--- config.mk ---
export PLATFORM = sky130hd
export DESIGN_NAME = pll_reset_sequencer_flat
export DESIGN_NICKNAME = d
export VERILOG_FILES = /design/src/rtl/pll_reset_sequencer_if.sv /design/src/rtl/pll_reset_sequencer.sv /design/src/flat_wrapper.sv
export SDC_FILE = /design/constraint.sdc
export NUM_CORES = 1
export LEC_CHECK = 0
export CAP_MARGIN = 20
export CORE_AREA = 2 2 54 56
export DETAILED_ROUTE_END_ITERATION = 7
export DIE_AREA = 0 0 56 58
export GPL_TIMING_DRIVEN = 0
export PLACE_DENSITY = 0.67
export SETUP_SLACK_MARGIN = 0.3
export SLEW_MARGIN = 10
export SYNTH_ARGS = -nofsm -noshare
export SYNTH_HDL_FRONTEND = slang
export SYNTH_SLANG_ARGS = --single-unit
--- constraint.sdc ---
create_clock -name i_clk -period 5.8 [get_ports i_clk]
set_clock_uncertainty 0.05 [all_clocks]
set_input_delay 0.87 -clock i_clk [delete_from_list [all_inputs] [get_ports i_clk]]
set_output_delay 0.87 -clock i_clk [all_outputs]
set_load 0.02 [all_outputs]
--- src/rtl/pll_reset_sequencer_if.sv ---
// ============================================================================
// Module  : pll_reset_sequencer_if
// Brief   : Lock input, clear and reset/status outputs of the PLL reset
//           sequencer. The o_loss_count member exists only with LOCK_LOSS_CNT_EN.
// Revision: 1.0 - initial release
// ============================================================================
`default_nettype none

interface pll_reset_sequencer_if;
    logic       i_pll_locked;
    logic       i_clear;
    logic       o_rst;
    logic       o_ready;
    logic       o_lock_lost;
    logic [1:0] o_state;
`ifdef LOCK_LOSS_CNT_EN
    logic [7:0] o_loss_count;
`endif

    modport master (
        output i_pll_locked,
        output i_clear,
        input  o_rst,
        input  o_ready,
        input  o_lock_lost,
`ifdef LOCK_LOSS_CNT_EN
        input  o_loss_count,
`endif
        input  o_state
    );

    modport slave (
        input  i_pll_locked,
        input  i_clear,
        output o_rst,
        output o_ready,
        output o_lock_lost,
`ifdef LOCK_LOSS_CNT_EN
        output o_loss_count,
`endif
        output o_state
    );
endinterface

`default_nettype wire

--- src/rtl/pll_reset_sequencer.sv ---
// ============================================================================
// Module  : pll_reset_sequencer
// Brief   : Synchronizes PLL LOCK, holds the PLL domain in reset until lock has
//           been stable for STABLE_CYCLES, and re-asserts it for at least
//           FAULT_CYCLES on any lock loss. Optional macro LOCK_LOSS_CNT_EN adds
//           a saturating lock-loss counter (o_loss_count).
// Revision: 1.0 - initial release
// ============================================================================
`default_nettype none

module pll_reset_sequencer #(
    parameter int unsigned SYNC_STAGES   = 2,
    parameter int unsigned STABLE_CYCLES = 1024,
    parameter int unsigned FAULT_CYCLES  = 16,
    parameter int unsigned CNT_W         = 16
) (
    input  logic                  i_clk,
    input  logic                  i_reset,
    pll_reset_sequencer_if.slave  bus
);

    localparam logic [CNT_W-1:0] c_stable_last = CNT_W'(STABLE_CYCLES - 1);
    localparam logic [CNT_W-1:0] c_fault_last  = CNT_W'(FAULT_CYCLES - 1);
    localparam logic [CNT_W-1:0] c_cnt_one     = CNT_W'(1);

    typedef enum logic [1:0] {
        S_WAIT   = 2'b00,
        S_STABLE = 2'b01,
        S_FAULT  = 2'b10,
        S_RUN    = 2'b11
    } state_t;

    logic [SYNC_STAGES-1:0] r_sync;
    state_t                 r_state;
    logic [CNT_W-1:0]       r_cnt;
    logic                   r_rst;
    logic                   r_ready;
    logic                   r_lock_lost;
    logic                   w_lock_s;
    logic                   w_loss_event;

    // LOCK is asynchronous to i_clk; only the last stage is ever observed.
    always_ff @(posedge i_clk) begin
        if (i_reset) begin
            r_sync <= '0;
        end else begin
            r_sync <= {r_sync[SYNC_STAGES-2:0], bus.i_pll_locked};
        end
    end

    assign w_lock_s     = r_sync[SYNC_STAGES-1];
    assign w_loss_event = (r_state == S_RUN) && !w_lock_s;

    // o_rst/o_ready are decoded from the state being entered, so they move on
    // the same edge as r_state.
    always_ff @(posedge i_clk) begin
        if (i_reset) begin
            r_state     <= S_WAIT;
            r_cnt       <= '0;
            r_rst       <= 1'b1;
            r_ready     <= 1'b0;
            r_lock_lost <= 1'b0;
        end else begin
            r_rst   <= 1'b1;
            r_ready <= 1'b0;

            if (w_loss_event) begin
                r_lock_lost <= 1'b1;
            end else if (bus.i_clear) begin
                r_lock_lost <= 1'b0;
            end

            case (r_state)
                S_WAIT: begin
                    if (w_lock_s) begin
                        r_state <= S_STABLE;
                        r_cnt   <= '0;
                    end
                end
                S_STABLE: begin
                    if (!w_lock_s) begin
                        r_state <= S_WAIT;
                        r_cnt   <= '0;
                    end else if (r_cnt == c_stable_last) begin
                        r_state <= S_RUN;
                        r_cnt   <= '0;
                        r_rst   <= 1'b0;
                        r_ready <= 1'b1;
                    end else begin
                        r_cnt <= r_cnt + c_cnt_one;
                    end
                end
                S_RUN: begin
                    if (!w_lock_s) begin
                        r_state <= S_FAULT;
                        r_cnt   <= '0;
                    end else begin
                        r_rst   <= 1'b0;
                        r_ready <= 1'b1;
                    end
                end
                S_FAULT: begin
                    // Lock coming back early must not shorten the fault pulse.
                    if (r_cnt == c_fault_last) begin
                        r_state <= S_WAIT;
                        r_cnt   <= '0;
                    end else begin
                        r_cnt <= r_cnt + c_cnt_one;
                    end
                end
                default: begin
                    r_state <= S_WAIT;
                    r_cnt   <= '0;
                end
            endcase
        end
    end

    assign bus.o_rst       = r_rst;
    assign bus.o_ready     = r_ready;
    assign bus.o_lock_lost = r_lock_lost;
    assign bus.o_state     = r_state;

`ifdef LOCK_LOSS_CNT_EN
    logic [7:0] r_loss_count;

    // A clear coinciding with a loss leaves exactly that one loss counted.
    always_ff @(posedge i_clk) begin
        if (i_reset) begin
            r_loss_count <= 8'd0;
        end else if (bus.i_clear) begin
            r_loss_count <= w_loss_event ? 8'd1 : 8'd0;
        end else if (w_loss_event && (r_loss_count != 8'hFF)) begin
            r_loss_count <= r_loss_count + 8'd1;
        end
    end

    assign bus.o_loss_count = r_loss_count;
`endif

endmodule

`default_nettype wire
--- src/flat_wrapper.sv ---
// flat-port wrapper written by rule: the top's interface ports become plain ports
module pll_reset_sequencer_flat 
#(
    parameter int unsigned SYNC_STAGES   = 2,
    parameter int unsigned STABLE_CYCLES = 1024,
    parameter int unsigned FAULT_CYCLES  = 16,
    parameter int unsigned CNT_W         = 16
)
  (i_clk, i_reset, bus_i_pll_locked, bus_i_clear, bus_o_rst, bus_o_ready, bus_o_lock_lost, bus_o_state);
  pll_reset_sequencer_if bus_i ();
  input  logic i_clk;
  input  logic i_reset;
  input wire logic [$bits(bus_i.i_pll_locked)-1:0] bus_i_pll_locked;
  input wire logic [$bits(bus_i.i_clear)-1:0] bus_i_clear;
  output wire logic [$bits(bus_i.o_rst)-1:0] bus_o_rst;
  output wire logic [$bits(bus_i.o_ready)-1:0] bus_o_ready;
  output wire logic [$bits(bus_i.o_lock_lost)-1:0] bus_o_lock_lost;
  output wire logic [$bits(bus_i.o_state)-1:0] bus_o_state;
  assign bus_i.i_pll_locked = bus_i_pll_locked;
  assign bus_i.i_clear = bus_i_clear;
  assign bus_o_rst = bus_i.o_rst;
  assign bus_o_ready = bus_i.o_ready;
  assign bus_o_lock_lost = bus_i.o_lock_lost;
  assign bus_o_state = bus_i.o_state;
  pll_reset_sequencer #(.SYNC_STAGES(SYNC_STAGES), .STABLE_CYCLES(STABLE_CYCLES), .FAULT_CYCLES(FAULT_CYCLES), .CNT_W(CNT_W)) u_core (.i_clk(i_clk), .i_reset(i_reset), .bus(bus_i));
endmodule
==> reports/metrics.cfg <==
[logic_synthesis]
synthCells=133
synth_area_leader_cell=dfxtp_1
syn_nets=143
syn_area_um2=1260
ys_seq_area_share_pct=36.7
yosys-top-cells-area=dfxtp_1, ha_1, nor2_2
yosysMostFrequentCell=dfxtp_1
yosysWarnings=0
synthTopCellsByCount=dfxtp_1, nor2_2, nand2_1, nor2_1, a21oi_1
synth_top_area_share_pct=36.7
ys_ff_latch=23
synth_flop_cell=dfxtp_1
synth_edf_count=0
synthArstFlopShare_pct=0
yosys.cell_types.count=39
syn_area_per_cell_um2=9.45

[cells_and_area]
finalNetCount=156
drive_gt1_share_pct=20.0
stdcell_count=176
syn_to_final_growth_pct=11.7
utilization_pct=52.7
n_antenna_cell=0

[grt]
antenna_found_initial=0
grt_pass1_vias=986
grt-ovfl-total=0
grt_max_degree=14
met2_usage_pct=28.6
grt_use_met3_pct=2.46
grt_pass1_wl_um=4070
grt_use_met1_pct=18.1
grtUsageTotal_pct=15.7
grt-busiest-layer=met2

[clock_tree]
htreeDepth=1
cts_tree=built
cts_root_buf=clkbuf_4
clkSinkCount=23
post-cts-setup-buffers=0
clockBufferDepth=2
insertion_delay_ps=310
cts_buffers=3
cts_resized=0
holdBufCountCts=0
cts.clk_slew.worst_paths_ps=120

[power_and_ir_drop]
power_frac_comb_pct=13.2
sw_frac_of_total_pct=26.2
cellPowerDensity_nw_per_um2=192
seqPwrFrac_pct=59.7
leakagePower_nw=0.467
intPower_uw=199
p_sw_uw=70.6
clkPwrFrac_pct=27.1
vdd.ir_drop.worst_mv=0.121

[drt]
via_per_inst=5.68
antenna_left=0
remaining_drc_errors=0
routed_wl_um=2320
drt_pass1_iterations=4
route.vias.total=1000
initialDrtViolationCount=28
wl_per_cell_um=13.2

[worst_setup_path]
critPathRequiredTime_ps=4880
r2r_start=u_core.r_sync[1]
path_class=reg2out
cp.arrival_ps=1360
r2r_cells=6
worstSetupEndpointType=primary output
cp_slowest_cell=clkdlybuf4s50_1
timing.rr.end=u_core.r_cnt[7]
path_buf_inv=1
cp_num_cells=1
worstPathCellList=clkdlybuf4s50_1
r2r_slack_ps=3590
cp_max_fo=5
path_delay_family=buffers and inverters
cpPeakStageDelay_ps=630
start_kind=register

[timing]
slew_violations=0
period_needed_ps=2280
setup_viol=0
maxSlewHeadroom_pct=49.5
final.setup.tns_ps=0
hold_slack_ps=398
max_freq_mhz=439
rsz0062_at_grt=false
final_hold_viol_count=0
fin_crit_sh_pct=39.3
worst_pin_slew_ps=737

[floorplan]
die-area_um2=3250
die_h_um=58
io_pins=9
rows=19
chipWidth_um=56
core_area_um2=2660
initial_core_util_pct=47.2

[hold_path]
min_from=u_core.r_sync[0]
hold-path-endpoint=u_core.r_sync[1]
hold_path_class=reg2reg
worstHoldPathCells=1

[placed_design]
post-dp-hpwl_um=1770
placed_cells=172
place.gp.congestion=0.765
io_buffers=8

[status]
status=complete, no violations

[flow_run]
cap_viol_max_count=0

final cells by class:
type | count | area [um2]
Buffer | 3 | 18.8
Clock buffer | 3 | 22.5
Clock inverter | 1 | 5.00
Fill cell | 266 | 1260
Inverter | 3 | 11.3
Multi-Input combinational cell | 104 | 766
Sequential cell | 23 | 460
Tap cell | 31 | 38.8
Timing Repair Buffer | 8 | 80.1
worst max-delay path by stage:
stage,from,slack (ps),end
floorplan,u_core.bus.o_state[0],3850,u_core.r_cnt[11]
global placement,i_reset,3590,u_core.bus.o_state[1]
detailed placement,u_core.r_sync[1],3560,u_core.r_cnt[7]
CTS,u_core.bus.o_state[1],3490,bus_o_state[1]
global route,u_core.bus.o_state[1],3370,u_core.r_cnt[7]
finish,u_core.bus.o_state[1],3520,bus_o_state[1]
stage by stage:
step / total power, mW / setup WS [ps] / cell area, um2
after CTS: 0.276 / 3490 / 1400
after global placement: 0.200 / 3590 / 1380
after floorplan: 0.190 / 3850 / 1260
after global routing: 0.282 / 3370 / 1400
after detailed placement: 0.200 / 3560 / 1380
final: 0.270 / 3520 / 1400
power groups by stage:
| stage | clock (mW) | combinational (mW) | sequential [mW] |
|---|---|---|---|
| 2_1_floorplan | 0 | 0.0238 | 0.166 |
| 3_3_place_gp | 0 | 0.0353 | 0.165 |
| 3_5_place_dp | 0 | 0.0356 | 0.165 |
| 4_1_cts | 0.0786 | 0.0360 | 0.161 |
| 5_1_grt | 0.0806 | 0.0398 | 0.161 |
| 6_report | 0.0731 | 0.0355 | 0.161 |
state kept, by name, summed over array words and instances, names as in the netlist:
register and count:
u_core.bus.o_lock_lost 1, u_core.bus.o_rst 1, u_core.r_sync 2, u_core.bus.o_ready 1, u_core.r_cnt 16, u_core.bus.o_state 2
metal layers:
layer	wire, um	part of all wire, %
met5	0	0
met4	31	1.3
met3	54	2.3
met2	1190	51
met1	1040	45
logic make-up (layout without fill, tap and decap cells):
logic type / Yosys count / count (layout) / synth area share [%]
AO/OA/AOI/OAI: 22 / 22 / 15.5
XOR/XNOR: 11 / 11 / 7.67
adder cells (fa/ha/maj): 6 / 6 / 5.98
buffers and inverters: 6 / 18 / 2.39
flip-flops: 23 / 23 / 36.7
multiplexers: 3 / 3 / 2.59
AND/OR/NAND/NOR: 62 / 62 / 29.2
cell usage in the layout (no fill, tap or decap), types with 2 or more instances in the layout:
cell,netlist,layout
nand2b_1,3,3
a32oi_1,2,2
xnor2_1,6,6
and3_2,2,2
nor2_1,9,9
ha_1,6,6
mux2_2,2,2
clkbuf_4,0,3
nand4_1,4,4
nor2_2,10,10
a21oi_1,8,8
o211ai_1,2,2
xor2_1,5,5
or4_4,2,2
nand3_1,7,7
clkbuf_1,2,2
dfxtp_1,23,23
nand2_1,9,9
nand3b_1,2,2
and4_1,3,3
nor2b_1,2,2
inv_1,3,3
o21ai_1,2,2
clkdlybuf4s50_1,0,8
o41ai_2,3,3
No activity file was read; power rests on OpenSTA's default activity.
